`src/rtl/button_reader.sv`:
```
// Push-button front end: synchronizer, debouncer, short/long press classifier
// and the LED colour/enable state that the button drives.
module button_reader #(
  parameter int DEB_CYCLES  = 480000,
  parameter int LONG_CYCLES = 24000000
) (
  input  logic clk,
  input  logic rst,
  input  logic btn_n,
  output logic pressed,
  output logic press_short,
  output logic press_long,
  output logic led_r,
  output logic led_g,
  output logic led_b
);

  localparam int MAX_CYCLES = (DEB_CYCLES > LONG_CYCLES) ? DEB_CYCLES : LONG_CYCLES;
  localparam int CW         = $clog2(MAX_CYCLES) + 1;

  localparam logic [CW-1:0] DEB_LAST  = CW'(DEB_CYCLES - 1);
  localparam logic [CW-1:0] LONG_LAST = CW'(LONG_CYCLES - 1);
  localparam logic [CW-1:0] CNT_MAX   = '1;

  typedef enum logic [1:0] {
    IDLE = 2'd0,
    HOLD = 2'd1,
    LONG = 2'd2
  } state_t;

  logic          sync_a;
  logic          sync_b;
  logic          sample;
  logic [CW-1:0] deb_cnt;
  logic [CW-1:0] hold_cnt;
  state_t        state;
  state_t        state_next;
  logic [2:0]    colour_idx;
  logic          enable;
  logic [2:0]    led;

  // Two-flop synchronizer; reset value 1 means "released" on the raw pin.
  always_ff @(posedge clk) begin
    if (!rst) begin
      sync_a <= 1'b1;
      sync_b <= 1'b1;
    end else begin
      sync_a <= btn_n;
      sync_b <= sync_a;
    end
  end

  assign sample = ~sync_b;

  // Debouncer: the level only moves after DEB_CYCLES consecutive disagreeing samples.
  always_ff @(posedge clk) begin
    if (!rst) begin
      pressed <= 1'b0;
      deb_cnt <= '0;
    end else if (sample == pressed) begin
      deb_cnt <= '0;
    end else if (deb_cnt >= DEB_LAST) begin
      pressed <= sample;
      deb_cnt <= '0;
    end else begin
      deb_cnt <= deb_cnt + 1'b1;
    end
  end

  always_ff @(posedge clk) begin
    if (!rst) begin
      state <= IDLE;
    end else begin
      state <= state_next;
    end
  end

  // Reaching the long boundary wins over a simultaneous release.
  always_comb begin
    state_next = state;
    case (state)
      IDLE: if (pressed) state_next = HOLD;
      HOLD: begin
        if (hold_cnt == LONG_LAST) begin
          state_next = LONG;
        end else if (!pressed) begin
          state_next = IDLE;
        end
      end
      LONG: if (!pressed) state_next = IDLE;
      default: state_next = IDLE;
    endcase
  end

  always_ff @(posedge clk) begin
    if (!rst) begin
      hold_cnt <= '0;
    end else begin
      case (state)
        IDLE: hold_cnt <= '0;
        HOLD: if (hold_cnt != CNT_MAX) hold_cnt <= hold_cnt + 1'b1;
        default: hold_cnt <= hold_cnt;
      endcase
    end
  end

  // Pulses are masked while reset is low so an aborted press never reports.
  always_comb begin
    press_long  = 1'b0;
    press_short = 1'b0;
    if (rst && state == HOLD) begin
      press_long  = (hold_cnt == LONG_LAST);
      press_short = (hold_cnt != LONG_LAST) && !pressed;
    end
  end

  always_ff @(posedge clk) begin
    if (!rst) begin
      colour_idx <= 3'd0;
      enable     <= 1'b1;
    end else begin
      if (press_short) colour_idx <= colour_idx + 3'd1;
      if (press_long)  enable     <= ~enable;
    end
  end

  always_ff @(posedge clk) begin
    if (!rst) begin
      led <= 3'b000;
    end else begin
      led <= enable ? colour_idx : 3'b000;
    end
  end

  assign {led_r, led_g, led_b} = led;

endmodule

```
`config.mk`:
```
export PLATFORM = sky130hd
export DESIGN_NAME = button_reader
export DESIGN_NICKNAME = d
export VERILOG_FILES = /design/src/rtl/button_reader.sv
export SDC_FILE = /design/constraint.sdc
export NUM_CORES = 1
export LEC_CHECK = 0
export ABC_AREA = 0
export BUFFER_PORTS_ARGS = -buffer_cell sky130_fd_sc_hd__buf_4
export CAP_MARGIN = 20
export CORE_ASPECT_RATIO = 0.8
export CORE_UTILIZATION = 40
export CTS_CLUSTER_SIZE = 10
export DETAILED_ROUTE_END_ITERATION = 10
export MAX_ROUTING_LAYER = met4
export SKIP_CTS_REPAIR_TIMING = 1
export SYNTH_ARGS = -nofsm -noshare
export SYNTH_HDL_FRONTEND = slang
export SYNTH_SLANG_ARGS = --single-unit
```
`constraint.sdc`:
```
create_clock -name clk -period 3.3 [get_ports clk]
set_clock_uncertainty 0.2 [all_clocks]
set_input_delay 0.165 -clock clk [delete_from_list [all_inputs] [get_ports clk]]
set_output_delay 0.165 -clock clk [all_outputs]
set_load 0.03 [all_outputs]
```
==> reports/metrics.csv, run 1 <==
stage,metric,value,unit
sta,grt_setup_unrepaired,no,
critical_path,slowest_delay,450,ps
cts,cts_root_buffer,clkbuf_8,
sta,setup_viol_count_final,0,
detailed_routing,vias,2276,
global_route,grt_pass1_vias,2133,
floorplan,die_y,77.70,um
critical_path,crit_path_max_fanout,5,
final_layout,regArea,1281,um^2
job,max_cap_violations,0,
final_layout,antennaDiodeCount,0,
logic_synthesis,synth.most_common_cell,dfxtp_1,
logic_synthesis,synth_top_area_frac,0.4472,
critical_path,reg2reg_slack,1010,ps
critical_path,worst_setup_path_start_kind,register,
final_layout,fillCellCount,703,
logic_synthesis,synthFlopType,dfxtp_1,
critical_path,reg2regPathDepth,5,
floorplan,die_area,7508,um^2
floorplan,die_w,96.63,um
detailed_routing,vias_per_cell,5.355,
global_route,grt_max_degree,23,
logic_synthesis,synth.area.top_cells,"dfxtp_1 (45%), xnor2_1 (7.0%), nor2_1 (5.2%), nand2_1 (3.1%), nand4_1 (2.8%)",
power_and_ir_drop,peakVddDrop,0.2521,mV
detailed_routing,drc,0,
sta,hold_violations,0,
logic_synthesis,netlist_top_cells_count,"dfxtp_1 (64), nor2_1 (40), nand2_1 (24)",
sta,fmax,399.4,MHz
logic_synthesis,yosys_warnings,0,
detailed_routing,antenna_left,0,
critical_path,crit_slowest_cell,o31ai_4,
cts,cts.clk_slew.worst_paths,80,ps
logic_synthesis,synthArstFlopShare,0,
critical_path,path_buf_inv,2,
sta,drv_slew,0,
detailed_routing,wire_per_inst,13.38,um
power_and_ir_drop,power_density,481.6,nW/um^2
global_route,antenna_found_initial,0,
critical_path,cp.required,2930,ps
detailed_routing,drt_iter0_drc,121,
logic_synthesis,synth_seq_area_share,0.4472,
floorplan,io_pins,9,
cts,clock_latency,350,ps
cts,clock_path_buffers,2,
floorplan,start_util,0.4158,
logic_synthesis,synth_largest_area_cell,dfxtp_1,
logic_synthesis,synthCells,317,
placement,gp_congestion,0.7931,
hold_path,min_path_type,reg2reg,
logic_synthesis,ys_types,51,
sta,worst-slew-pin-transition,635.8,ps
run_status,status,"complete, no violations",
cts,htree_levels,3,
final_layout,multi_input_area,1493,um^2
cts,cts_buffers,9,
final_layout,final_nets,339,
final_layout,fin_util,0.4724,
detailed_routing,wl,5686,um
floorplan,rows,27,
placement,io_buffers,8,
sta,layout_min_cycle_time,2504,ps
sta,maxSlewHeadroom,0.5743,
cts,clock_sinks,64,
critical_path,r2r-start,hold_cnt[3],
logic_synthesis,synth_edf_count,0,
critical_path,worstSetupEndpoint,press_short,
critical_path,r2r_end,hold_cnt[16],
critical_path,path_cells,ha_1 > and4_1 > nand4_1 > o31ai_4 > inv_1 > buf_4,
sta,post-route-period-util,0.7588,
global_route,overflow,0,
cts,cts_tree,built,
global_route,grt_pass1_wl,10100,um
sta,finalSetupTns,0,ps
critical_path,end_kind,output pin,
detailed_routing,first_pass_iters,4,
final_layout,drive_gt1_frac,0.1065,
final_layout,syn_to_final_growth,13.62,%
sta,fin_hold_ws,203.0,ps
power_and_ir_drop,p_leak,1.070,nW
placement,place_hpwl,3711,um
critical_path,path_depth,6,
critical_path,crit_family,simple AND/OR/NAND/NOR gates,
logic_synthesis,synth.avg_cell_area,9.039,um^2
critical_path,crit_type,reg2out,
floorplan,core_area,6892,um^2
critical_path,crit_path_start,hold_cnt[0],
critical_path,worstPathArrival,2140,ps
logic_synthesis,ys_seq_elements,64,
global_route,grt_usage,0.1719,
logic_synthesis,synth_area,2865,um^2
## cells in the final DEF, fill, tap and decap left out, types with 6 or more instances in the layout
cell type and instances:
dfxtp_1 64, nor2_1 40, nand2_1 24, xnor2_1 23, nand4_1 13, nand3_1 11
a21oi_1 11, buf_4 11, clkbuf_8 10, or3_1 9, xor2_1 9, nor4_1 8
and4_1 8, inv_1 8, o21ai_0 7, conb_1 7, nor3_1 6
## report_power, final
group | leakage, nW | internal [mW] | switching, mW
clock | 0.109 | 0.448 | 0.321
sequential | 0.519 | 0.778 | 0.00310
combinational | 0.443 | 0.00812 | 0.00884
## how the worst min path moves through the flow
| stage | from | end | slack (ps) | cells past startpoint |
|---|---|---|---|---|
| finish | sync_a | sync_b | 200 | 1 |
| global route | sync_a | sync_b | 220 | 1 |
| CTS | btn_n | sync_a | -210 | 2 |
| detailed placement | btn_n | sync_a | 150 | 2 |
| global placement | btn_n | sync_a | 160 | 2 |
| floorplan | rst | sync_b | 40 | 1 |
## stage by stage
step | std cells | area, um^2 | worst slack (ps) | power, mW
after floorplan | 323 | 2888 | 889.0 | 0.8076
after global routing | 425 | 3256 | 636.7 | 1.633
after CTS | 422 | 3226 | 758.3 | 1.583
final | 425 | 3256 | 796.0 | 1.568
after global placement | 406 | 2995 | 1077 | 0.8133
after detailed placement | 406 | 2995 | 1031 | 0.8135
## final cells by class
| class | count | area share |
|---|---|---|
| Clock buffer | 10 | 0.04228 |
| Multi-Input combinational cell | 236 | 0.4585 |
| Inverter | 8 | 0.009224 |
| Timing Repair Buffer | 14 | 0.03459 |
| Sequential cell | 64 | 0.3935 |
| Tap cell | 87 | 0.03344 |
| Clock inverter | 6 | 0.02844 |
## logic make-up (layout without fill, tap and decap cells)
| kind of cell | Yosys count | count (layout) | synth area share |
|---|---|---|---|
| other cells | 1 | 7 | 0.001309 |
| buf+inv | 23 | 38 | 0.03973 |
| fa+ha+maj | 3 | 3 | 0.01310 |
| xor+xnor | 32 | 32 | 0.09782 |
| mux | 2 | 2 | 0.006987 |
| simple gates | 144 | 144 | 0.2694 |
| compound gates | 48 | 48 | 0.1245 |
| flops | 64 | 64 | 0.4472 |
## layer usage
metal / GRT usage / wire, um / share of wire
met5: - / 0 / 0
met1: 0.2256 / 2983 / 0.52
met4: 0.05522 / 50 / 0.0088
met2: 0.2472 / 2427 / 0.43
met3: 0.05946 / 225 / 0.040
## flip-flops by register name, summed over array words and instances, names as in the netlist
name	count
colour_idx	3
sync_b	1
led	3
pressed	1
sync_a	1
deb_cnt	26
state	2
enable	1
hold_cnt	26
(Power assumes the default switching activity.)
==> run 2: changes to the inputs <==
Clock period 3.3 ns to 2.2 ns, I/O delays scaled along.
==> reports/metrics.csv, run 2 (synthesized netlist as in run 1, its figures left out) <==
stage,metric,value,unit
run_status,status,"complete, no violations",
final_layout,final_common_cell,dfxtp_1,
power_and_ir_drop,power_density,650.9,nW/um^2
global_route,antenna_found_initial,0,
cts,clock_sinks,64,
hold_path,min_path_type,reg2reg,
sta,post-route-period-util,0.9781,
floorplan,io_pins,9,
global_route,grt_pass1_vias,2145,
floorplan,core_area,6892,um^2
final_layout,drive_gt1_frac,0.1889,
final_layout,mostFrequentLayoutCells,"dfxtp_1 (58), nor2_1 (40), buf_4 (32)",
global_route,grt_usage,0.1757,
final_layout,final_nets,361,
cts,htree_levels,3,
hold_path,min_from,sync_a,
critical_path,end_kind,output pin,
critical_path,worstPathArrival,1840,ps
sta,grt_setup_unrepaired,yes,
critical_path,r2r-start,hold_cnt[0],
floorplan,die_area,7508,um^2
sta,drv_slew,0,
cts,cts_buffers,9,
critical_path,path_cells,nand4_1 > buf_4 > or2_4 > o31ai_4 > inv_1 > buf_6,
critical_path,r2r_end,hold_cnt[16],
critical_path,worst_setup_path_start_kind,register,
detailed_routing,wire_per_inst,13.11,um
placement,io_buffers,8,
floorplan,start_util,0.4158,
detailed_routing,drt_iter0_drc,125,
final_layout,instances_no_fill,447,
final_layout,syn_to_final_growth,19.61,%
global_route,overflow,0,
final_layout,antennaDiodeCount,0,
detailed_routing,antenna_left,0,
critical_path,reg2regPathDepth,7,
critical_path,crit_slowest_cell,dfxtp_2,
power_and_ir_drop,p_leak,1.165,nW
sta,setup_viol_count_final,0,
cts,cts_tree,built,
sta,hold_violations,0,
critical_path,reg2reg_slack,100,ps
global_route,grt_max_degree,20,
final_layout,top_regs,"deb_cnt: 26 flops, hold_cnt: 26 flops",
job,max_cap_violations,0,
hold_path,whs_path_depth,1,
cts,clock_latency,340,ps
critical_path,crit_path_max_fanout,8,
placement,post-place-cells,422,
detailed_routing,drc,0,
floorplan,die_w,96.63,um
sta,fmax,464.7,MHz
sta,fin_hold_ws,208.3,ps
cts,cts_root_buffer,clkbuf_8,
sta,finalSetupTns,0,ps
global_route,grt_pass1_wl,10140,um
floorplan,die_y,77.70,um
critical_path,slowest_delay,340,ps
placement,place_hpwl,4084,um
critical_path,cp.required,1890,ps
floorplan,rows,27,
cts,clock_path_buffers,2,
final_layout,fin_util,0.4973,
detailed_routing,first_pass_iters,4,
critical_path,crit_type,reg2out,
critical_path,crit_family,simple AND/OR/NAND/NOR gates,
critical_path,path_buf_inv,3,
detailed_routing,wl,5860,um
cts,cts.clk_slew.worst_paths,70,ps
detailed_routing,vias,2311,
hold_path,min_to,sync_b,
detailed_routing,vias_per_cell,5.170,
power_and_ir_drop,peakVddDrop,0.3948,mV
sta,layout_min_cycle_time,2152,ps
placement,gp_congestion,0.8719,
run 2: cell types whose count changed in the layout (fill, tap and decap cells not counted), sizes merged:
cell    change
buf        +22
bufinv      -1
inv         +1
run 2: final cells by class:
type | count | area [um^2]
clock buffer | 10 | 137.6
tap | 87 | 108.9
sequential | 64 | 1289
multi-input combinational | 236 | 1513
inverter | 8 | 30.03
timing repair buffer | 36 | 281.5
clock inverter | 6 | 67.56
fill | 653 | 3465
run 2: through the flow:
step	area [um^2]	setup WS, ps	power [mW]
finish	3427	48.26	2.231
global route	3427	-69.08	2.313
CTS	3331	-207.1	2.255
detailed placement	3126	-24.17	1.221
global placement	3126	109.3	1.221
floorplan	2898	18.10	1.211
run 2: how the worst max path moves through the flow:
| stage | end | depth (start not counted) | from |
|---|---|---|---|
| after global placement | hold_cnt[16] | 6 | hold_cnt[1] |
| after global routing | press_short | 6 | hold_cnt[6] |
| after detailed placement | hold_cnt[20] | 6 | hold_cnt[1] |
| after floorplan | deb_cnt[11] | 9 | deb_cnt[1] |
| after CTS | press_short | 6 | hold_cnt[1] |
| final | press_short | 6 | hold_cnt[6] |
run 2: layer usage:
| layer | global-route usage | routed length, um | share of wire | vias to the layer above |
|---|---|---|---|---|
| li1 | - | - | - | 1204 |
| met1 | 0.2428 | 3209 | 0.55 | 1069 |
| met2 | 0.2401 | 2357 | 0.40 | 31 |
| met3 | 0.05135 | 226 | 0.039 | 7 |
| met4 | 0.06716 | 66 | 0.011 | 0 |
| met5 | - | 0 | 0 | - |
run 2: power by group:
part           total, mW  switching (mW)  internal [mW]
clock               1.03           0.475          0.557
sequential          1.17         0.00445           1.17
combinational     0.0266          0.0134         0.0132
total               2.23           0.493           1.74
==> run 3: changes to the inputs <==
Settings changed: CORE_UTILIZATION 40 to 29.
Clock period 2.2 ns to 2.77 ns, I/O delays scaled along.
==> reports/metrics.csv, run 3 (synthesized netlist as in run 1, its figures left out) <==
stage,metric,value,unit
final_layout,mostFrequentLayoutCells,"dfxtp_1 (64), nor2_1 (40), nand2_1 (24)",
sta,grt_setup_unrepaired,no,
power_and_ir_drop,clkPwrFrac,0.571,
placement,gp_congestion,0.8391,
critical_path,cp.required,2430,ps
critical_path,path_cells,ha_1 > and4_1 > nand4_1 > o31ai_4 > inv_1 > buf_4,
floorplan,rows,32,
sta,worst-slew-pin-transition,707.9,ps
global_route,grt_usage,0.1217,
critical_path,crit_slowest_cell,o31ai_4,
critical_path,worst_setup_path_start_kind,register,
job,max_cap_violations,0,
power_and_ir_drop,p_seq_frac,0.420,
critical_path,worstPathArrival,2130,ps
final_layout,syn_to_final_growth,19.34,%
critical_path,crit_type,reg2out,
critical_path,path_buf_inv,2,
final_layout,stdcell_area,3420,um^2
final_layout,antennaDiodeCount,0,
power_and_ir_drop,peakVddDrop,0.3244,mV
sta,fmax,404.8,MHz
floorplan,start_util,0.2982,
power_and_ir_drop,swShare,0.1978,
cts,cts_tree,built,
sta,hold_violations,0,
global_route,grt_max_degree,20,
sta,finalSetupTns,0,ps
detailed_routing,drt_iter0_drc,100,
cts,clock_path_buffers,2,
placement,place_hpwl,3931,um
floorplan,core_area,9609,um^2
critical_path,crit_family,simple AND/OR/NAND/NOR gates,
detailed_routing,vias_per_cell,5.139,
hold_path,min_path_type,reg2reg,
final_layout,drive_gt1_frac,0.1118,
sta,post-route-period-util,0.8918,
critical_path,end_kind,output pin,
critical_path,reg2reg_slack,490,ps
global_route,antenna_found_initial,0,
detailed_routing,vias,2359,
power_and_ir_drop,power_density,650.0,nW/um^2
cts,clock_latency,330,ps
final_layout,fin_util,0.3559,
critical_path,slowest_delay,450,ps
sta,setup_viol_count_final,0,
power_and_ir_drop,p_leak,1.138,nW
cts,cts_root_buffer,clkbuf_16,
cts,htree_levels,3,
floorplan,die_area,10280,um^2
detailed_routing,antenna_left,0,
detailed_routing,wire_per_inst,12.41,um
sta,fin_hold_ws,216.4,ps
power_and_ir_drop,combPwrFrac,0.009,
final_layout,final_common_cell,dfxtp_1,
cts,cts_buffers,9,
critical_path,crit_path_max_fanout,5,
placement,io_buffers,8,
floorplan,io_pins,9,
final_layout,fillCellCount,976,
power_and_ir_drop,internal_power,1.783,mW
detailed_routing,drc,0,
placement,place_area,3050,um^2
detailed_routing,first_pass_iters,4,
final_layout,final_nets,341,
sta,maxSlewHeadroom,0.5249,
power_and_ir_drop,net-switching-power,0.4397,mW
global_route,grt_pass1_vias,2112,
sta,drv_slew,0,
detailed_routing,wl,5698,um
final_layout,top_regs,"deb_cnt: 26 flops, hold_cnt: 26 flops",
sta,layout_min_cycle_time,2470,ps
floorplan,die_w,113.1,um
global_route,overflow,0,
global_route,grt_pass1_wl,9687,um
cts,cts.clk_slew.worst_paths,60,ps
run_status,status,"complete, no violations",
cts,clock_sinks,64,
floorplan,die_y,90.91,um
-- run 3: cell count changes in the layout (fill, tap and decap cells not counted), sizes merged --
cell,delta
buf,-20
clkbuf,+1
clkinvlp,-2
inv,+1
clkinv,-1
bufinv,+1
-- run 3: layer usage --
layer	GRT usage	share of wire
met4	0.08333	0.022
met2	0.1759	0.43
met1	0.1550	0.49
met3	0.02013	0.052
met5	-	0
-- run 3: power groups by stage --
stage          Combinational, mW  Sequential [mW]  Clock (mW)
2_1_floorplan            0.00984            0.952           0
3_3_place_gp              0.0167            0.952           0
3_5_place_dp              0.0168            0.953           0
4_1_cts                   0.0170            0.932        1.30
5_1_grt                   0.0227            0.933        1.32
6_report                  0.0204            0.933        1.27
-- run 3: cell type report --
type	instances	area [um^2]	share of cell area
tap	119	148.9	0.04354
inverter	8	30.03	0.008782
sequential	64	1281	0.3747
clock buffer	11	252.7	0.07391
multi-input combinational	236	1493	0.4365
clock inverter	5	86.33	0.02525
timing repair buffer	16	127.6	0.03732
-- run 3: final timing paths --
| kind | end | depth (start not counted) | from |
|---|---|---|---|
| min reg2reg | sync_b | 1 | sync_a |
| max reg2reg | hold_cnt[16] | 5 | hold_cnt[3] |
| max | press_short | 6 | hold_cnt[0] |
| min | sync_b | 1 | sync_a |
-- run 3: worst register-to-register path, delay by kind of cell (launching register included) --
kind               cells  cell delay, ps
AOI/OAI and AO/OA      2             520
DFF                    1             410
and+or+nand+nor        3            1090
-- run 3: metrics by stage --
step           setup WS (ps)  cells  power, mW
5_1_grt                196.9    459      2.280
3_5_place_dp           510.6    440     0.9695
6_report               299.7    459      2.223
4_1_cts                306.8    456      2.247
3_3_place_gp           558.4    440     0.9691
2_1_floorplan          385.5    323     0.9621
